## src/rtl/pcm_multichannel_onset_detector.sv

```systemverilog
// pcm_multichannel_onset_detector: per-channel confirmed threshold onset timestamping with peak tracking and first-channel report
module pcm_multichannel_onset_detector #(
   parameter int CHANNELS = 4,
   parameter int DATA_W   = 16,
   parameter int TIME_W   = 32,
   parameter int ABS_MODE = 1,
   parameter int CONFIRM  = 2,
   localparam int CH_W    = (CHANNELS > 1) ? $clog2(CHANNELS) : 1
) (
   input  logic                         pcm_clk,
   input  logic                         reset_n,
   input  logic                         sample_valid,
   input  logic [CHANNELS*DATA_W-1:0]   pcm_data,
   input  logic [TIME_W-1:0]            sample_counter,
   input  logic signed [DATA_W-1:0]     threshold,
   input  logic                         arm,
   output logic [CHANNELS-1:0]          triggered,
   output logic [CHANNELS*TIME_W-1:0]   triggered_time,
   output logic [CHANNELS*DATA_W-1:0]   peak_value,
   output logic                         all_triggered,
   output logic                         all_done,
   output logic [CH_W-1:0]              first_channel,
   output logic                         any_triggered
);
   typedef enum logic [1:0] {ARMED, CONFIRMING, TRIGGERED} state_t;
   localparam logic signed [DATA_W-1:0] S_MIN = {1'b1, {(DATA_W-1){1'b0}}};
   localparam logic signed [DATA_W-1:0] S_MAX = {1'b0, {(DATA_W-1){1'b1}}};
   logic [CHANNELS-1:0] trig_n;
   logic [CH_W-1:0]     first_n;
   for (genvar k = 0; k < CHANNELS; k++) begin : g_ch
      state_t                    st, st_n;
      logic [7:0]                run, run_n;
      logic [TIME_W-1:0]         cand_t, cand_t_n, t_q, t_n;
      logic signed [DATA_W-1:0]  x, v, cand_pk, cand_pk_n, pk, pk_n, cand_max, pk_max;
      logic                      hit;
      assign x        = pcm_data[k*DATA_W +: DATA_W];
      assign v        = (ABS_MODE == 0) ? x : !x[DATA_W-1] ? x : (x == S_MIN) ? S_MAX : -x;
      assign hit      = v > threshold;
      assign cand_max = (v > cand_pk) ? v : cand_pk;
      assign pk_max   = (v > pk) ? v : pk;
      always_comb begin
         st_n      = st;
         run_n     = run;
         cand_t_n  = cand_t;
         cand_pk_n = cand_pk;
         t_n       = t_q;
         pk_n      = pk;
         if (arm) begin
            st_n      = ARMED;
            run_n     = '0;
            cand_t_n  = '0;
            cand_pk_n = '0;
            t_n       = '0;
            pk_n      = '0;
         end else if (sample_valid) begin
            if (st == ARMED && hit) begin
               cand_t_n  = sample_counter;
               cand_pk_n = v;
               run_n     = 8'd1;
               st_n      = (CONFIRM == 1) ? TRIGGERED : CONFIRMING;
               t_n       = (CONFIRM == 1) ? sample_counter : t_q;
               pk_n      = (CONFIRM == 1) ? v : pk;
            end else if (st == CONFIRMING && !hit) begin
               st_n = ARMED;
            end else if (st == CONFIRMING) begin
               run_n     = run + 8'd1;
               cand_pk_n = cand_max;
               if (run + 8'd1 == 8'(CONFIRM)) begin
                  st_n = TRIGGERED;
                  t_n  = cand_t;
                  pk_n = cand_max;
               end
            end else if (st == TRIGGERED) begin
               pk_n = pk_max;
            end
         end
      end
      always_ff @(posedge pcm_clk or negedge reset_n) begin
         if (!reset_n) begin
            st      <= ARMED;
            run     <= '0;
            cand_t  <= '0;
            cand_pk <= '0;
            t_q     <= '0;
            pk      <= '0;
         end else begin
            st      <= st_n;
            run     <= run_n;
            cand_t  <= cand_t_n;
            cand_pk <= cand_pk_n;
            t_q     <= t_n;
            pk      <= pk_n;
         end
      end
      assign trig_n[k]                          = st_n == TRIGGERED;
      assign triggered[k]                       = st == TRIGGERED;
      assign triggered_time[k*TIME_W +: TIME_W] = t_q;
      assign peak_value[k*DATA_W +: DATA_W]     = pk;
   end
   // descending scan so the lowest simultaneous index wins
   always_comb begin
      first_n = '0;
      for (int i = CHANNELS - 1; i >= 0; i--)
         if (trig_n[i]) first_n = CH_W'(i);
   end
   assign any_triggered = |triggered;
   always_ff @(posedge pcm_clk or negedge reset_n) begin
      if (!reset_n) begin
         all_triggered <= 1'b0;
         all_done      <= 1'b0;
         first_channel <= '0;
      end else if (arm) begin
         all_triggered <= 1'b0;
         all_done      <= 1'b0;
         first_channel <= '0;
      end else begin
         all_triggered <= &triggered;
         all_done      <= &triggered & ~all_triggered;
         if (!any_triggered && |trig_n) first_channel <= first_n;
      end
   end
endmodule

```

## config.mk

```make
export PLATFORM = sky130hd
export DESIGN_NAME = pcm_multichannel_onset_detector
export DESIGN_NICKNAME = d
export VERILOG_FILES = /design/src/rtl/pcm_multichannel_onset_detector.sv
export SDC_FILE = /design/constraint.sdc
export NUM_CORES = 1
export LEC_CHECK = 0
export ABC_AREA = 1
export BUFFER_PORTS_ARGS = -buffer_cell sky130_fd_sc_hd__buf_2
export CORE_ASPECT_RATIO = 0.75
export CORE_MARGIN = 3
export CORE_UTILIZATION = 35
export DETAILED_ROUTE_END_ITERATION = 6
export HOLD_SLACK_MARGIN = 0.1
export MAX_ROUTING_LAYER = met4
export PLACE_DENSITY = 0.5
export SYNTH_ARGS = -nofsm -noshare
export SYNTH_HDL_FRONTEND = slang
export SYNTH_SLANG_ARGS = --single-unit
```

## constraint.sdc

```tcl
create_clock -name pcm_clk -period 2 [get_ports pcm_clk]
set_input_delay 0.6 -clock pcm_clk [delete_from_list [all_inputs] [get_ports pcm_clk]]
set_output_delay 0.6 -clock pcm_clk [all_outputs]
set_load 0.01 [all_outputs]
```

Yosys cells after proc, flatten, opt, wreduce, memory -nomap -nowiden
Cells that the tools add are included. W data, S select, Z words.

Register bits: 428. Input port bits: 116. Output and inout bits: 201. Word-level logic and storage cells: 300.

Add/subtract/negate cells: 8. Magnitude comparators: 12. Equality and inequality tests: 36. Muxes and demuxes: 152. Bitwise gates (word level): 2. Reduce and logical (&&, ||, !) cells: 63.

Operator list (count): $mux W32 (36); $mux W16 (64); $gt A16 B16 Y1 (12); $mux W8 (20); $eq A16 B16 Y1 const B (4); $neg A16 Y16 (4); $mux W2 (30); $reduce_bool A3 Y1 (12); $add A8 B1 Y8 const B (4); $eq A8 B2 Y1 const B (4); $reduce_bool A2 Y1 (14); $reduce_and A6 Y1 (4); $reduce_and A5 Y1 (4); $eq A2 B2 Y1 const B (8); $ne A2 B2 Y1 const B (8); $ne A3 B2 Y1 const B (4); $ne A3 B3 Y1 const B (4); $reduce_and A3 Y1 (4); $logic_and A1 B1 Y1 (9); $eq A2 B1 Y1 const B (4); $logic_not A2 Y1 (4); $reduce_and A2 Y1 (4); $reduce_or A4 Y1 (2); $logic_not A1 Y1 (5); other kinds (4) (5).

Depth between registers and ports, before layout
Gate-level depths: netlist (run 1).

Depth in word-level cells: 17. Mapped depth: 33. Gate-level depth less buffers: 33.

Least setup slack after synthesis (run 1)
Ideal clock, no wire load.

Kind: in2reg. Start: in pcm_data[0]. End: reg g_ch[0].cand_t[19]. Library setup time: 0.125 ns. Data arrival time: 3.692 ns. Required time: 1.875 ns. Path slack: -1.817 ns. Cell stages on the path: 26. Path buffers: 1. Cell sequence: inv_1 ha_1 nand3_1 nor2_1 nand2_1 nor2_1 nand4_1 nor2_2 inv_2 nand2_1 nor2_1 inv_1 ha_1 nand2_1 inv_1 o21ai_0 nand2_1 nor2_1 nand2_1 nand2_1 nand4_1 nand2_1 inv_2 nor2_2 buf_2 mux2_2.

Cells in the longest elaborated chain, start to end: 7. Elaborated cells on any way between the ends: 8. Those cells by class: add/sub (1); order compare (1); eq/ne (1); mux (2); reduce/logical (3).

RTL lines: start, declared (RTL line 13) `input logic [CHANNELS*DATA_W-1:0] pcm_data,`; $neg A16 Y16 / $eq A16 B16 Y1 (equally long branches) (RTL line 37) `assign v = (ABS_MODE == 0) ? x : !x[DATA_W-1] ? x : (x == S_MIN) ? S_MAX : -x;`; $mux W16 (RTL line 37); $mux W16 (*) (RTL line 37); $gt A16 B16 Y1 (*) (RTL line 38) `assign hit = v > threshold;`; $logic_and A1 B1 Y1 (*) (RTL line 56) `if (st == ARMED && hit) begin`; $reduce_bool A2 Y1 (no line) (*); $reduce_and A2 Y1 (no line) (*); end signal, assigned (RTL line 89) `cand_t <= cand_t_n;`; end, declared (RTL line 33) `logic [TIME_W-1:0] cand_t, cand_t_n, t_q, t_n;`.

Every way passes the cells marked *; elsewhere a longest branch is shown, timed or not. A chain may end at the register's enable or synchronous reset.

Worst setup path after layout (run 1)
Start: in pcm_data[51]. End: reg g_ch[3].pk[2].

Cells in the longest elaborated chain, start to end: 11. Elaborated cells on any way between the ends: 23. Those cells by class: add/sub (1); order compare (3); eq/ne (3); mux (11); reduce/logical (5).

RTL lines: $neg A16 Y16 / $eq A16 B16 Y1 (equally long branches) (RTL line 37); $mux W16 (RTL line 37); $mux W16 (*) (RTL line 37); $gt A16 B16 Y1 (RTL line 39) `assign cand_max = (v > cand_pk) ? v : cand_pk;`; $mux W16 (RTL line 39); $mux W16 (RTL line 68) `if (run + 8'd1 == 8'(CONFIRM)) begin`; $mux W16 (RTL line 65) `end else if (st == CONFIRMING) begin`; $mux W16 (RTL line 63) `end else if (st == CONFIRMING && !hit) begin`; $mux W16 (RTL line 56); $mux W16 (RTL line 55) `end else if (sample_valid) begin`; $mux W16 (RTL line 48) `if (arm) begin`; end signal, assigned (RTL line 92) `pk <= pk_n;`; end, declared (RTL line 34) `logic signed [DATA_W-1:0] x, v, cand_pk, cand_pk_n, pk, pk_n, cand_max, pk_max;`.

Every way passes the cells marked *; elsewhere a longest branch is shown, timed or not. The select of a mux whose other input is x is not followed.

==> results.md, run 1 <==
Routing:
- The post-detailed-route DRC marker count is 0.
- The detailed-route wire length per cell is roughly 18 microns.
- The detailed router finished its first iteration with 1746 violations.
- The total length of routed wires is about 100 mm.
- The total iterations of the first detailed-routing run is 7.
- The via count is 27145.
- The remaining antenna violation count is 0.
- In the routed layout, each cell is associated on average with a via count of 4.93.

Worst setup path:
- Of all nets on the critical path, the largest fanout is 6.
- On the worst path, the slowest cell contributes a delay of approximately 270 ps.
- STA classifies the critical path endpoint as a flip-flop.
- Data arrives at the worst endpoint at about 4000 ps.
- The critical path required time is 2560 ps.
- The cell that appears most often on the critical path is nand2_1.
- On the critical path, the stage with the largest delay is an instance of or2_4.
- The type of the setup path with the least slack is input pin to flip-flop.
- The worst setup path is launched from an input pin.

STA:
- The final critical-path setup slack is -1460 ps.
- Setup repair after global routing could not meet its margin everywhere.
- The final period utilization is 173%.
- The worst path in the final design needs a cycle of around 3500 ps, including I/O delays and setup.
- The slew of the pin with the lowest slew margin is approximately 730 ps.
- The final-report setup violation count is 431.
- Hold is met by around 330 ps.
- The highest achievable clock rate is ~290 MHz.
- The final-report max-slew violation count is 0.
- The number of failing hold endpoints at the final stage is 0.
- The setup total negative slack is -543040 ps.
- The headroom to the max-slew limit is between 50% and 60%.
- The final clock skew is roughly 25 ps.

Cells and area:
- The number of nets in the finished design is ~4800.
- The end-of-flow core utilization is a little over half.
- The library cells used most frequently in the layout, excluding fill and tap cells, are 704 x nand2_1, 581 x buf_4, 446 x inv_1.
- The area growth from synthesis to final layout is 54.6%.
- The layout has roughly 7100 filler cells.
- The multi-input combinational cells in the finished layout cover a total of roughly 17000 sq um.
- Of the cells placed in the final design, the portion with a size suffix greater than 1 is 41.9%.
- The sequential cells in the finished layout cover a total of roughly 11000 sq um.
- The leading cell type in the layout, fill and taps excluded is nand2_1.
- Leaving out filler cells and counting taps, the final layout contains 5505.

Floorplanning:
- The core region is 75800 sq um.
- The die covers a little over 80000 sq um.
- The number of primary I/O pins is approximately 320.
- The horizontal die dimension is 326 microns.
- The floorplan step set the die height to roughly 250 microns.
- The number of rows created at floorplan is 87.
- The starting density of the core is roughly 36%.

Synth:
- The proportion of synthesized chip area in sequential cells is between 30 and 40%.
- The instance count of the mapped netlist is 3459.
- The per-instance average area after synthesis is 7.79 sq um.
- During synthesis, Yosys emitted a total of 0 warnings.
- The number of flops mapped to enable cells by yosys is 0.
- The dominant synthesized flop cell is dfrtp_1.
- The post-synthesis net count is approximately 3800.
- The mapped cell area is ~27000 sq um.
- Counting flops with an async set or reset pin after synthesis yields a share of between 90% and 100%.
- The number of different library cells in the post-synthesis netlist is between 60 and 70.
- The number of synthesized register bits is 428.

Place:
- The count of buffers added on input and output ports is approximately 320.
- The half-perimeter wire length of the detailed placement result is just over 70 mm.
- Counting tap cells, the placed design contains a total of approximately 5300 instances.
- Routability-driven placement finished with a final weighted congestion of 0.904.

Power:
- Power spread over the standard cell area amounts to ~910 nW/um^2.
- Overall power consumption after layout is estimated at approximately 38 mW.
- The leakage power figure is roughly 21 nW.
- The maximum vdd ir drop is between 0.6 and 0.7 mV.

Run:
- Across the run, the number of max-cap violations was 0.

Global route:
- Global routing used 23.6% of the available tracks across all layers.
- The first global-routing pass estimated ~150 mm of wire.
- The maximum number of pins on one net before global-route repair is 76.
- The initial antenna violation count is 2.
- The via count of the first global-routing pass came to 25412.
- The total congestion overflow after global routing is 0.

Clock tree:
- Counting the buffers created by CTS gives between 40 and 50.
- The sink count of the clock tree is roughly 430.
- The clock tree from TritonCTS is built.
- In this run the number of H-tree levels came out at 2.
- The clock slew seen by the registers of the worst setup and hold paths is about 60 ps.
- In this run the deepest clock path goes through 3 buffers.
- In this run the clock root is driven by a clkbuf_16.
- The later pin in the worst-skew pair is clocked with a latency of approximately 620 ps.

Min path:
- The path type of the worst min-delay path is input pin to flip-flop.

Outcome:
- The run finished, with violations left.
- The checks that failed: negative setup slack.
## power by group
group / switching [mW] / internal [mW]
Sequential: 0.928 / 10.3
Clock: 4.01 / 5.89
Combinational: 9.16 / 7.70
## final cells by class
type,count,area share [%]
inverter,513,4.93
clock buffer,69,3.43
timing repair buffer,1059,21.4
clock inverter,18,0.718
antenna,3,0.0180
multi-input combinational,2392,40.7
sequential,428,25.7
tap,1023,3.07
## final timing paths
check	from	to	slack, ps	cells past startpoint
setup / recovery	pcm_data[51]	g_ch[3].pk[2]	-1460	29
min in group asynchronous	reset_n	g_ch[3].cand_pk[14]	500	2
max in group asynchronous	reset_n	g_ch[0].cand_t[21]	750	3
hold reg to reg	all_triggered	all_done	440	1
setup reg to reg	g_ch[3].cand_pk[1]	g_ch[3].pk[2]	-550	20
hold / removal	arm	g_ch[2].st[1]	330	2
## worst max-delay path, delay by kind of cell
family | cells | cell delay, ps
buf+inv | 8 | 910
simple gates | 14 | 1550
compound gates | 6 | 730
fa+ha+maj | 1 | 220
## cell families after synthesis
logic type | after synthesis | share of synthesized area [%]
DFF | 428 | 39.7
muxes | 64 | 2.67
adders and majority gates | 204 | 9.47
xor gates and xnor gates | 28 | 0.910
buffers and inverters | 641 | 9.85
and+or+nand+nor | 1472 | 23.4
AOI/OAI and AO/OA | 622 | 14.0
## metal layers
layer,global-route usage (%),up-vias,routed length (microns)
met3,2.70,144,5740
met4,5.91,0,2470
met1,34.9,12916,49500
li1,-,13374,-
met5,-,-,0
met2,34.3,711,43300
## flip-flops by register name, indices dropped and copies added (netlist names)
signal and flops:
g_ch.cand_t 128, g_ch.t_q 128, g_ch.cand_pk 64, g_ch.pk 64, g_ch.run 32, g_ch.st 8
first_channel 2, all_done 1, all_triggered 1
## what timing repair did
item                                   4_1_cts  5_1_grt
setup endpoints to repair                  431      432
buffers inserted                            19       56
gates cloned                                 4       37
endpoints found under the hold margin        9        0
hold buffers                                 1        0
pin swaps                                   52      177
gates resized for setup                    155      657
## synthesized netlist by cell type (3+ instances only)
master | number | share of area (%)
nand2_1 | 840 | 12
inv_1 | 497 | 6.9
dfrtp_1 | 428 | 40
nor2_1 | 271 | 3.8
o21ai_0 | 224 | 4.2
ha_1 | 204 | 9.5
nand3_1 | 192 | 3.6
a21oi_1 | 150 | 2.8
nand4_1 | 70 | 1.6
o31ai_1 | 63 | 1.8
clkbuf_1 | 52 | 0.72
mux2_2 | 49 | 2.0
nor3_1 | 40 | 0.74
buf_2 | 39 | 0.72
a22oi_1 | 31 | 0.86
a21oi_2 | 30 | 0.97
o21ai_1 | 28 | 0.52
a31oi_1 | 21 | 0.49
xor2_1 | 21 | 0.68
buf_6 | 20 | 0.84
mux2_1 | 15 | 0.63
o22ai_1 | 12 | 0.28
o31ai_2 | 12 | 0.56
buf_4 | 11 | 0.31
o211ai_1 | 11 | 0.31
inv_2 | 10 | 0.14
nor2_2 | 9 | 0.21
a21boi_0 | 8 | 0.22
nand2_2 | 8 | 0.19
nor2_4 | 7 | 0.29
o21a_1 | 7 | 0.19
xnor2_1 | 7 | 0.23
nand3b_1 | 6 | 0.17
nor4_1 | 6 | 0.14
clkbuf_2 | 5 | 0.093
clkinv_1 | 5 | 0.070
o21bai_1 | 5 | 0.14
nand3_2 | 4 | 0.15
nor3_2 | 4 | 0.15
a211oi_1 | 3 | 0.084
a21o_1 | 3 | 0.084
a221oi_1 | 3 | 0.097
o21ai_2 | 3 | 0.097
## per-stage QoR
step           area [sq um]  worst slack, ps
3_3_place_gp          35300            -2310
2_1_floorplan         27800            -1650
5_1_grt               41700            -1660
3_5_place_dp          35300            -2350
4_1_cts               37800            -1450
6_report              41700            -1460
(Power assumes the default switching activity.)
==> inputs of run 2 (changes only) <==
Settings changed: REMOVE_ABC_BUFFERS set to 1.
==> results.md, run 2 (synthesized netlist as in run 1, its figures left out) <==
Min path:
- The worst hold path terminates at g_ch[1].cand_t[0].
- The path type of the worst min-delay path is input pin to flip-flop.
- The startpoint of the most critical hold path is sample_counter[0].
- The number of cells on the worst hold path is 5.

Clock tree:
- In this run, CTS created clock tree buffers numbering 48.
- The longest clock path from root to sink contains 3 buffers.
- The H-tree level count is 2.
- The sink count of the clock tree is between 400 and 500.
- Clock-pin slew was measured on the worst setup and hold paths at 60 ps.
- For the worst-skew pair, the clock arrives at the later sink with an insertion delay of around 630 ps.
- The clock tree from TritonCTS is built.
- The root buffer selected by CTS is clkbuf_16.

Routing:
- The routed design has 105 mm of wire.
- After detailed routing, the number of remaining DRC violations is 0.
- The violation count after the first detailed-routing iteration is 1986.
- Across all layers, the routed design uses roughly 28000 vias.
- The pre-antenna-repair detailed-routing pass consisted of 6 iterations.
- Once detail routing completed, the nets flagged for antenna violations numbered 0.
- Dividing the detail-routed wire length by the instance count gives about 19 microns.
- The vias per cell is about 5.0.

Worst setup path:
- For the worst flop-to-flop path, the logic depth is 17.
- The worst setup path is of the input pin to flip-flop kind.
- STA classifies the critical path startpoint as an input pin.
- The setup slack of the most critical reg-to-reg path is -490 ps.
- The worst setup path is captured at a flip-flop.
- Data arrives at the worst endpoint at ~4100 ps.
- The reg-to-reg critical path endpoint is g_ch[3].pk[15].
- The maximum net fanout on the critical path is 6.
- The critical path required time is ~2500 ps.
- The worst register-to-register path begins at g_ch[3].cand_pk[3].

Run:
- The count of max-cap constraint violations is 0.

STA:
- Static timing analysis puts the maximum clock frequency at 278 MHz.
- The final clock skew is approximately 39 ps.
- The slew of the pin with the lowest slew margin is 686 ps.
- Setup repair after global routing could not meet its margin everywhere.
- The final period utilization is 180%.
- Headroom to the max-slew limit came out at roughly 54%.
- The final-report max-slew violation count came to 0.
- Setup slack on the critical path of the routed design comes to -1600 ps.
- Setup violations remaining at the end of the flow were counted as 431.
- The post-layout minimum cycle time is approximately 3600 ps.
- In the final timing run, aggregate negative setup slack is -576220 ps.
- The number of failing hold endpoints at the final stage was 0.

Floorplanning:
- The die is ~250 microns tall.
- The die covers 80400 sq um.
- The region available for standard cell placement spans 75800 sq um.
- The horizontal die dimension is 326 microns.
- The floorplan has 87 rows.
- For this configuration, the core starts out at a cell density of between 30% and 40%.
- During I/O placement, the number of pins put on the boundary was 317.

Place:
- The half-perimeter wire length of the detailed placement result is ~70 mm.
- Port buffering added approximately 320 buffers.
- Summing all placed instances gives a cell area of about 35000 sq um.
- The final weighted congestion in routability-driven placement is between 0.8 and 0.9.

Global route:
- The initial antenna violation count is 1.
- Entering global routing, the biggest net connects 55 pins.
- For this run the aggregate overflow at the end of global routing stands at 0.
- The first global-routing pass estimated approximately 150 mm of wire.
- The via count of the first global-routing pass is 26395.
- The global-route usage over all layers is about a quarter.

Cells and area:
- The fraction of layout instances using a drive strength above 1 is between 40% and 50%.
- In the layout the commonest cells are 646 x nand2_1, 617 x buf_4, 441 x inv_1.
- The post-route standard cell area excluding fillers is ~43000 sq um.
- The area growth from synthesis to final layout is 57.8%.
- The net count of the finished layout is between 4000 and 5000.
- Leaving out fill and tap cells, the most frequent cell in the layout is nand2_1.
- The largest registers in the layout are g_ch.cand_t x128, g_ch.t_q x128.

Power:
- The maximum vdd ir drop is around 0.68 mV.
- The leakage power figure is around 22 nW.
- After layout, the design draws a total of about 38 mW.
- For this design the ratio of total power to cell area is about 900 nW/um^2.

Outcome:
- The run finished, with violations left.
- The checks that failed: negative setup slack.
[run 2: changes by cell type in the layout (fill, tap and decap cells not counted), moves of 16 or more]
cell	previous run	this run
buf_16	0	18
o21ai_2	47	72
o31ai_4	11	35
a21oi_1	81	97
nor2_2	41	24
nand2_1	704	646
a21oi_2	96	72
nand2_4	45	71
o21ai_1	86	63
nand2_2	99	130
buf_4	581	617
o31ai_2	39	17
nor2_1	201	229
[run 2: per-stage QoR]
| step | setup WS (ps) | hold WS, ps | util, % | std cells |
|---|---|---|---|---|
| after floorplan | -2960 | 304 | - | 3331 |
| after global placement | -2350 | 422 | 45.6 | 5306 |
| after detailed placement | -2330 | 433 | 45.6 | 5306 |
| after CTS | -1450 | 311 | 51.5 | 5488 |
| after global routing | -1780 | 355 | 56.1 | 5560 |
| final | -1600 | 344 | 56.1 | 5562 |
[run 2: power by group]
part	switching, mW	internal, mW
Sequential	0.903	10.3
Combinational	9.51	8.00
Clock	4.07	4.82
Total	14.5	23.1
[run 2: how the worst max path moves through the flow]
| stage | startpoint | to | slack, ps | cells after the start |
|---|---|---|---|---|
| 6_report | pcm_data[33] | g_ch[2].cand_t[18] | -1600 | 25 |
| 5_1_grt | pcm_data[33] | g_ch[2].cand_t[18] | -1780 | 27 |
| 4_1_cts | pcm_data[52] | g_ch[3].pk[9] | -1450 | 28 |
| 3_5_place_dp | pcm_data[51] | g_ch[3].pk[4] | -2330 | 25 |
| 3_3_place_gp | pcm_data[51] | g_ch[3].pk[8] | -2350 | 25 |
| 2_1_floorplan | pcm_data[0] | g_ch[0].t_q[10] | -2960 | 24 |
[run 2: per-layer routing]
| layer | routed length [microns] | share of wire [%] | GRT usage [%] | vias to the layer above |
|---|---|---|---|---|
| li1 | - | - | - | 13524 |
| met1 | 50000 | 47 | 35.0 | 13352 |
| met2 | 46000 | 44 | 36.1 | 788 |
| met3 | 7010 | 6.7 | 4.30 | 158 |
| met4 | 2400 | 2.3 | 5.70 | 0 |
| met5 | 0 | 0 | - | - |
[run 2: final cells by class]
cell class,count,area [sq um]
clock buffers,63,1320
well taps,1023,1280
inverters,513,2010
fillers,6899,33200
repair inverters,1,7.51
repair buffers,1121,9710
clock inverters,21,213
diodes,2,5.00
multi-input cells,2390,17300
flip-flops and latches,428,10700
[run 2: critical path: stages]
cell and delay (ps):
buf_8 100, inv_6 50, ha_4 130, inv_4 40, nor3_4 190, nand3_2 140
nor4_4 330, buf_4 180, nand2_4 50, nor2_4 150, nor3_2 80, inv_1 150
ha_4 220, a21oi_1 160, a21oi_2 80, nor2_2 160, nand2_2 100, nand2_4 100
nand4_4 120, nand2_2 110, inv_2 50, nor2_4 120, buf_12 160, clkbuf_16 190
mux2_4 310
[run 2: what timing repair did]
action / 4_1_cts / 5_1_grt
hold buffers: 1 / 0
gates resized for setup: 478 / 656
endpoints found under the hold margin: 74 / 0
buffers inserted: 76 / 48
pin swaps: 119 / 189
gates cloned: 22 / 29
setup endpoints to repair: 431 / 431
